**config.mk**
```make
export PLATFORM = sky130hd
export DESIGN_NAME = fix_ram_cpu_if_flat
export DESIGN_NICKNAME = d
export VERILOG_FILES = /design/src/rtl/fix_ram_cpu_if_if.sv /design/src/rtl/fix_ram_cpu_if.sv /design/src/flat_wrapper.sv
export SDC_FILE = /design/constraint.sdc
export NUM_CORES = 1
export LEC_CHECK = 0
export ABC_AREA = 0
export ABC_CLOCK_PERIOD_IN_PS = 1700
export BUFFER_PORTS_ARGS = -buffer_cell sky130_fd_sc_hd__buf_2
export CAP_MARGIN = 20
export CORE_ASPECT_RATIO = 0.5
export CORE_MARGIN = 3
export CORE_UTILIZATION = 35
export DETAILED_ROUTE_END_ITERATION = 16
export PLACE_DENSITY_LB_ADDON = 0.08
export SLEW_MARGIN = 20
export SYNTH_ARGS = -nofsm -noshare
export SYNTH_HDL_FRONTEND = slang
export SYNTH_SLANG_ARGS = --single-unit
```
**constraint.sdc**
```tcl
create_clock -name CLK -period 1.7 [get_ports CLK]
set_clock_uncertainty 0.15 [all_clocks]
set_input_delay 0.34 -clock CLK [delete_from_list [all_inputs] [get_ports CLK]]
set_output_delay 0.34 -clock CLK [all_outputs]
set_load 0.02 [all_outputs]
```
**src/rtl/fix_ram_cpu_if_if.sv**
```systemverilog
// 68k-side bus bundle for the fix RAM CPU port.
// master: the CPU/bus side driving the cycle; slave: the access controller.
interface fix_ram_cpu_if_if #(
  parameter int ADDR_W = 11
);
  logic              nFIXRAM_CS;
  logic              nLDS;
  logic              nUDS;
  logic              M68K_RW;
  logic [ADDR_W-1:0] M68K_ADDR;
  logic [7:0]        M68K_DATA;
  logic [7:0]        M68K_DATA_OUT;
  logic              nDTACK;

  modport master (
    output nFIXRAM_CS, nLDS, nUDS, M68K_RW, M68K_ADDR, M68K_DATA,
    input  M68K_DATA_OUT, nDTACK
  );

  modport slave (
    input  nFIXRAM_CS, nLDS, nUDS, M68K_RW, M68K_ADDR, M68K_DATA,
    output M68K_DATA_OUT, nDTACK
  );
endinterface

```
**src/rtl/fix_ram_cpu_if.sv**
```systemverilog
// Fix (text layer) tile RAM access controller, 68k side.
// Captures a CPU bus cycle, waits for the video-granted CPU slot, performs a
// single RAM write or read in that slot and acknowledges with nDTACK until the
// CPU drops chip select. Owns the RAM address / write-enable mux; outside the
// granted slot the RAM address follows the renderer's VIDEO_ADDR.
//
// Optional feature macro: FIX_RAM_READBACK_EN
//   defined   : reads fetch real data through WAIT -> READ -> DONE.
//   undefined : reads skip the RAM and return 8'hFF (IDLE -> DONE).
//
// state | meaning
// IDLE  | no bus cycle in progress, waiting for CS and a data strobe
// WAIT  | cycle captured, waiting for CPU_SLOT (or abort on CS release)
// READ  | RAM read issued in the slot, capturing FIX_RAM_DOUT
// DONE  | access complete, nDTACK low until CS is released
module fix_ram_cpu_if #(
  parameter int ADDR_W = 11
) (
  input  logic              CLK,
  input  logic              RESET,
  fix_ram_cpu_if_if.slave   cpu,
  input  logic              CPU_SLOT,
  input  logic [ADDR_W-1:0] VIDEO_ADDR,
  output logic [ADDR_W-1:0] FIX_RAM_ADDR,
  output logic [7:0]        FIX_RAM_DIN,
  output logic              FIX_RAM_WE,
  input  logic [7:0]        FIX_RAM_DOUT,
  output logic              BUSY
);

  localparam logic [1:0] S_IDLE = 2'd0;
  localparam logic [1:0] S_WAIT = 2'd1;
`ifdef FIX_RAM_READBACK_EN
  localparam logic [1:0] S_READ = 2'd2;
`endif
  localparam logic [1:0] S_DONE = 2'd3;

  logic [1:0]        state_q,   state_d;
  logic [ADDR_W-1:0] addr_q,    addr_d;
  logic [7:0]        data_q,    data_d;
  logic              rw_q,      rw_d;
  logic              lds_n_q,   lds_n_d;
  logic [7:0]        dout_q,    dout_d;
  logic              dtack_n_q, dtack_n_d;
  logic              grant;

`ifndef FIX_RAM_READBACK_EN
  // RAM read data has no consumer when read-back is compiled out.
  logic unused_dout;
  assign unused_dout = ^FIX_RAM_DOUT;
`endif

  // The CPU owns the RAM port only in WAIT, with CS still held, during the
  // slot strobe; reset in that cycle withdraws ownership so no write leaks.
  always_comb begin
    grant = (state_q == S_WAIT) && !cpu.nFIXRAM_CS && CPU_SLOT && !RESET;
  end

  // Next-state, capture latches and registered acknowledge / read data.
  always_comb begin
    state_d   = state_q;
    addr_d    = addr_q;
    data_d    = data_q;
    rw_d      = rw_q;
    lds_n_d   = lds_n_q;
    dout_d    = dout_q;
    dtack_n_d = 1'b1;
    case (state_q)
      S_IDLE: begin
        if (!cpu.nFIXRAM_CS && (!cpu.nLDS || !cpu.nUDS)) begin
          addr_d  = cpu.M68K_ADDR;
          data_d  = cpu.M68K_DATA;
          rw_d    = cpu.M68K_RW;
          lds_n_d = cpu.nLDS;
`ifdef FIX_RAM_READBACK_EN
          state_d = S_WAIT;
`else
          // Without read-back a read is answered at once with open-bus data;
          // nDTACK follows one edge later from DONE.
          if (cpu.M68K_RW) begin
            state_d = S_DONE;
            dout_d  = 8'hFF;
          end else begin
            state_d = S_WAIT;
          end
`endif
        end
      end
      S_WAIT: begin
        if (cpu.nFIXRAM_CS) begin
          state_d = S_IDLE;
        end else if (CPU_SLOT) begin
`ifdef FIX_RAM_READBACK_EN
          if (rw_q) begin
            state_d = S_READ;
          end else begin
            state_d   = S_DONE;
            dtack_n_d = 1'b0;
          end
`else
          state_d   = S_DONE;
          dtack_n_d = 1'b0;
`endif
        end
      end
`ifdef FIX_RAM_READBACK_EN
      S_READ: begin
        dout_d    = FIX_RAM_DOUT;
        state_d   = S_DONE;
        dtack_n_d = 1'b0;
      end
`endif
      S_DONE: begin
        if (cpu.nFIXRAM_CS) begin
          state_d = S_IDLE;
        end else begin
          dtack_n_d = 1'b0;
        end
      end
      default: begin
        state_d = S_IDLE;
      end
    endcase
  end

  // State and latch registers with synchronous reset.
  always_ff @(posedge CLK) begin
    if (RESET) begin
      state_q   <= S_IDLE;
      addr_q    <= '0;
      data_q    <= 8'h00;
      rw_q      <= 1'b0;
      lds_n_q   <= 1'b1;
      dout_q    <= 8'h00;
      dtack_n_q <= 1'b1;
    end else begin
      state_q   <= state_d;
      addr_q    <= addr_d;
      data_q    <= data_d;
      rw_q      <= rw_d;
      lds_n_q   <= lds_n_d;
      dout_q    <= dout_d;
      dtack_n_q <= dtack_n_d;
    end
  end

  // RAM port mux and status outputs; an upper-byte-only write is acked but
  // never reaches the byte-wide fix RAM.
  always_comb begin
    FIX_RAM_ADDR      = grant ? addr_q : VIDEO_ADDR;
    FIX_RAM_WE        = grant && !rw_q && !lds_n_q;
    FIX_RAM_DIN       = data_q;
    BUSY              = (state_q != S_IDLE);
    cpu.nDTACK        = dtack_n_q;
    cpu.M68K_DATA_OUT = dout_q;
  end

endmodule

```
**src/flat_wrapper.sv**
```systemverilog
// flat-port wrapper written by rule: the top's interface ports become plain ports
module fix_ram_cpu_if_flat 
#(
  parameter int ADDR_W = 11
)
  (CLK, RESET, CPU_SLOT, VIDEO_ADDR, FIX_RAM_ADDR, FIX_RAM_DIN, FIX_RAM_WE, FIX_RAM_DOUT, BUSY, cpu_nFIXRAM_CS, cpu_nLDS, cpu_nUDS, cpu_M68K_RW, cpu_M68K_ADDR, cpu_M68K_DATA, cpu_M68K_DATA_OUT, cpu_nDTACK);
  fix_ram_cpu_if_if #(.ADDR_W(ADDR_W)) cpu_i ();
  input  logic CLK;
  input  logic RESET;
  input  logic CPU_SLOT;
  input  logic [ADDR_W-1:0] VIDEO_ADDR;
  output logic [ADDR_W-1:0] FIX_RAM_ADDR;
  output logic [7:0] FIX_RAM_DIN;
  output logic FIX_RAM_WE;
  input  logic [7:0] FIX_RAM_DOUT;
  output logic BUSY;
  input wire logic [$bits(cpu_i.nFIXRAM_CS)-1:0] cpu_nFIXRAM_CS;
  input wire logic [$bits(cpu_i.nLDS)-1:0] cpu_nLDS;
  input wire logic [$bits(cpu_i.nUDS)-1:0] cpu_nUDS;
  input wire logic [$bits(cpu_i.M68K_RW)-1:0] cpu_M68K_RW;
  input wire logic [$bits(cpu_i.M68K_ADDR)-1:0] cpu_M68K_ADDR;
  input wire logic [$bits(cpu_i.M68K_DATA)-1:0] cpu_M68K_DATA;
  output wire logic [$bits(cpu_i.M68K_DATA_OUT)-1:0] cpu_M68K_DATA_OUT;
  output wire logic [$bits(cpu_i.nDTACK)-1:0] cpu_nDTACK;
  assign cpu_i.nFIXRAM_CS = cpu_nFIXRAM_CS;
  assign cpu_i.nLDS = cpu_nLDS;
  assign cpu_i.nUDS = cpu_nUDS;
  assign cpu_i.M68K_RW = cpu_M68K_RW;
  assign cpu_i.M68K_ADDR = cpu_M68K_ADDR;
  assign cpu_i.M68K_DATA = cpu_M68K_DATA;
  assign cpu_M68K_DATA_OUT = cpu_i.M68K_DATA_OUT;
  assign cpu_nDTACK = cpu_i.nDTACK;
  fix_ram_cpu_if #(.ADDR_W(ADDR_W)) u_core (.CLK(CLK), .RESET(RESET), .cpu(cpu_i), .CPU_SLOT(CPU_SLOT), .VIDEO_ADDR(VIDEO_ADDR), .FIX_RAM_ADDR(FIX_RAM_ADDR), .FIX_RAM_DIN(FIX_RAM_DIN), .FIX_RAM_WE(FIX_RAM_WE), .FIX_RAM_DOUT(FIX_RAM_DOUT), .BUSY(BUSY));
endmodule
```
==> results.yml <==
logic_synthesis:
  synth_cell_types: 18
  yosysTopAreaCell: "dfxtp_1"
  synth.avg_cell_area_sq_um: 8.917
  yosysSeqAreaShare_pct: 44.54
  yosys_register_bits: 25
  synth_cells: 126
  ys_top_cells_by_count: "nand2_1 (40), dfxtp_1 (25), a21oi_1 (22)"
  syn-cell-area_sq_um: 1124
  yosys.area.top_type_share_pct: 44.54
  yosysWarnings: 0
  synthArstFlopShare_pct: 0
  synth.area.top_cells: "dfxtp_1 (45%), nand2_1 (13%), mux2_4 (12%)"
  ys.flop_type: "dfxtp_1"
  synth_edf_count: 0
  synth.most_common_cell: "nand2_1"
  synth_nets: 171
drt:
  highest_layer: "met3"
  firstDrtPassIters: 3
  drt-met1-wl_microns: 1272
  wl_per_cell_microns: 12.24
  wl_met2_microns: 1276
  drt_iter0_drc: 29
  vias_per_cell: 4.520
  drt_wl_total_microns: 2804
  wl_met3_microns: 254
  vias: 1035
  postRouteAntennaNets: 0
  drcViolationCount: 0
power:
  clock_power_share_pct: 26.3
  switching_share_pct: 27.75
  p_sw_uw: 360.2
  power_density_nw_per_um2: 786.1
  p_int_uw: 938.1
  max-vdd-ir-drop_v: 0.0003590
  total_power_uw: 1298
  pwr-share-comb_pct: 24.1
  seqPwrFrac_pct: 49.6
  power_leakage_uw: 0.0008299
clock_network:
  cts_max_level: 1
  clk_latency_ns: 0.26
  hold_buffers: 0
  cts_tree: "done"
  root_buffer: "clkbuf_8"
  cts_num_sinks: 25
  cts.clk_slew.worst_paths_ns: 0.08
  cts-buffers-inserted: 3
  clockBufferDepth: 2
flow_run:
  maxCapViolCount: 0
floorplan:
  die-area_sq_um: 3967
  fp.dieW_microns: 86.13
  initial_core_util_pct: 39.93
  core_sq_um: 2814
  die_h_microns: 46.07
  rows: 13
  ios: 75
placement:
  dpl_worst_slack_ns: -0.2843
  place_congestion: 0.6943
  dp_cells: 222
  portBuffers: 66
  post-dp-hpwl_microns: 1989
grt:
  antenna_found_initial: 0
  grtUsageTotal_pct: 14.03
  grt_overflow: 0
  grt_pass1_vias: 954
  grt_max_degree: 26
  grt_pass1_wl_microns: 4319
finish:
  antenna_cells: 0
  layout.cells.non_filler: 229
  fin_nets: 238
  drive_above_1_share_pct: 50.52
  area_growth_pct: 46.99
worst_setup_path:
  start_kind: "flop"
  reg2reg_to: "u_core.addr_q[0]"
  r2r_cells: 5
  worstPathArrival_ns: 1.53
  r2r_slack_ns: 0.16
  worst-setup-path-type: "flop to primary output"
  crit_fanout: 6
  cp.required_ns: 1.21
  endpoint_kind: "primary output"
  worstReg2RegStart: "u_core.state_q[1]"
timing:
  rsz0062_at_grt: "true"
  worst_pin_slew_ns: 0.2714
  fmax_ghz: 0.4943
  relSlewSlack_pct: 81.91
  drv_slew: 0
  setup_ws_ns: -0.3230
  tns_ns: -3.771
  whs_ns: 0.1563
  fin_crit_ns: 2.023
  setup_viol: 12
  finalCritPeriodShare_pct: 119.0
  hold_viol: 0
min_path:
  worstHoldEndpoint: "u_core.FIX_RAM_DIN[6]"
  worstHoldStart: "cpu_M68K_DATA[6]"
  min_path_type: "input pin to flop"
  holdPathStages: 3
run_status:
  run_status: "finished with violations"
  violations: "negative setup slack"
cell usage in the layout (no fill, tap or decap):
master / Yosys / final
mux2_2: 2 / 1
buf_6: 1 / 13
dfxtp_1: 25 / 24
clkbuf_1: 2 / 1
a21oi_1: 22 / 22
or2b_1: 1 / 1
nor3b_4: 0 / 1
mux2_4: 9 / 10
or2_2: 1 / 1
nor3_4: 0 / 1
nor3_1: 3 / 2
a2111o_1: 1 / 1
o21ai_0: 2 / 2
buf_2: 5 / 55
dfxtp_2: 0 / 1
a2111oi_4: 1 / 1
buf_4: 7 / 8
nor2_1: 2 / 2
nand2_1: 40 / 40
nand3b_4: 0 / 2
clkbuf_8: 0 / 3
worst max-delay path, stage by stage, from the launching register on:
cell	delay [ns]
dfxtp_2	0.33
nor3b_4	0.17
buf_6	0.14
nand3b_4	0.15
mux2_4	0.34
buf_6	0.13
power groups by stage:
stage                     combinational (uW)  clock (uW)  sequential, uW
after CTS                                314         359             643
after global placement                   286           0             654
after floorplan                          170           0             673
final                                    313         342             643
after global routing                     341         383             648
after detailed placement                 289           0             655
worst max path at each step:
| stage | startpoint | to | slack [ns] | cells after the start |
|---|---|---|---|---|
| 2_1_floorplan | RESET | FIX_RAM_ADDR[0] | -0.05 | 5 |
| 5_1_grt | u_core.state_q[0] | FIX_RAM_ADDR[1] | -0.40 | 5 |
| 3_5_place_dp | cpu_nFIXRAM_CS | FIX_RAM_ADDR[7] | -0.28 | 5 |
| 3_3_place_gp | cpu_nFIXRAM_CS | FIX_RAM_ADDR[7] | -0.27 | 5 |
| 6_report | u_core.state_q[0] | FIX_RAM_ADDR[1] | -0.32 | 5 |
| 4_1_cts | u_core.state_q[0] | FIX_RAM_ADDR[7] | -0.34 | 5 |
kinds of logic after synthesis:
family,Yosys count,share of synthesized area [%]
AND/OR/NAND/NOR,49,18.71
AO/OA/AOI/OAI,26,14.14
flip-flops,25,44.54
buffers and inverters,15,8.574
multiplexers,11,14.03
metrics by stage:
stage	utilization (%)	area, sq um
6_report	58.69	1652
3_3_place_gp	52.73	1484
2_1_floorplan	-	1157
4_1_cts	57.98	1632
3_5_place_dp	52.73	1484
5_1_grt	58.69	1652
final cells by class:
type	count	area [sq um]
well taps	37	46.29
clock buffers	4	45.04
fillers	281	1162
flip-flops and latches	25	501.7
multi-input cells	87	576.8
repair buffers	76	481.7
timing repair:
item                                    CTS  global route
buffers inserted                          2             0
endpoints found under the setup margin   12            12
pin swaps                                 1             0
gates resized for setup                  23             5
gates cloned                              1             0
state kept, by name (all words and copies together) (netlist names):
| register | flops |
|---|---|
| u_core.FIX_RAM_DIN | 8 |
| u_core.rw_q | 1 |
| u_core.cpu.M68K_DATA_OUT | 1 |
| u_core.state_q | 2 |
| u_core.cpu.nDTACK | 1 |
| u_core.lds_n_q | 1 |
| u_core.addr_q | 11 |
layer usage:
layer  vias to the layer above  global-route usage (%)
li1                        546                       -
met1                       451                   17.31
met2                        38                   24.20
met3                         0                   6.071
met4                         0                  0.9464
met5                         -                       0
No activity file was read; power rests on OpenSTA's default activity.
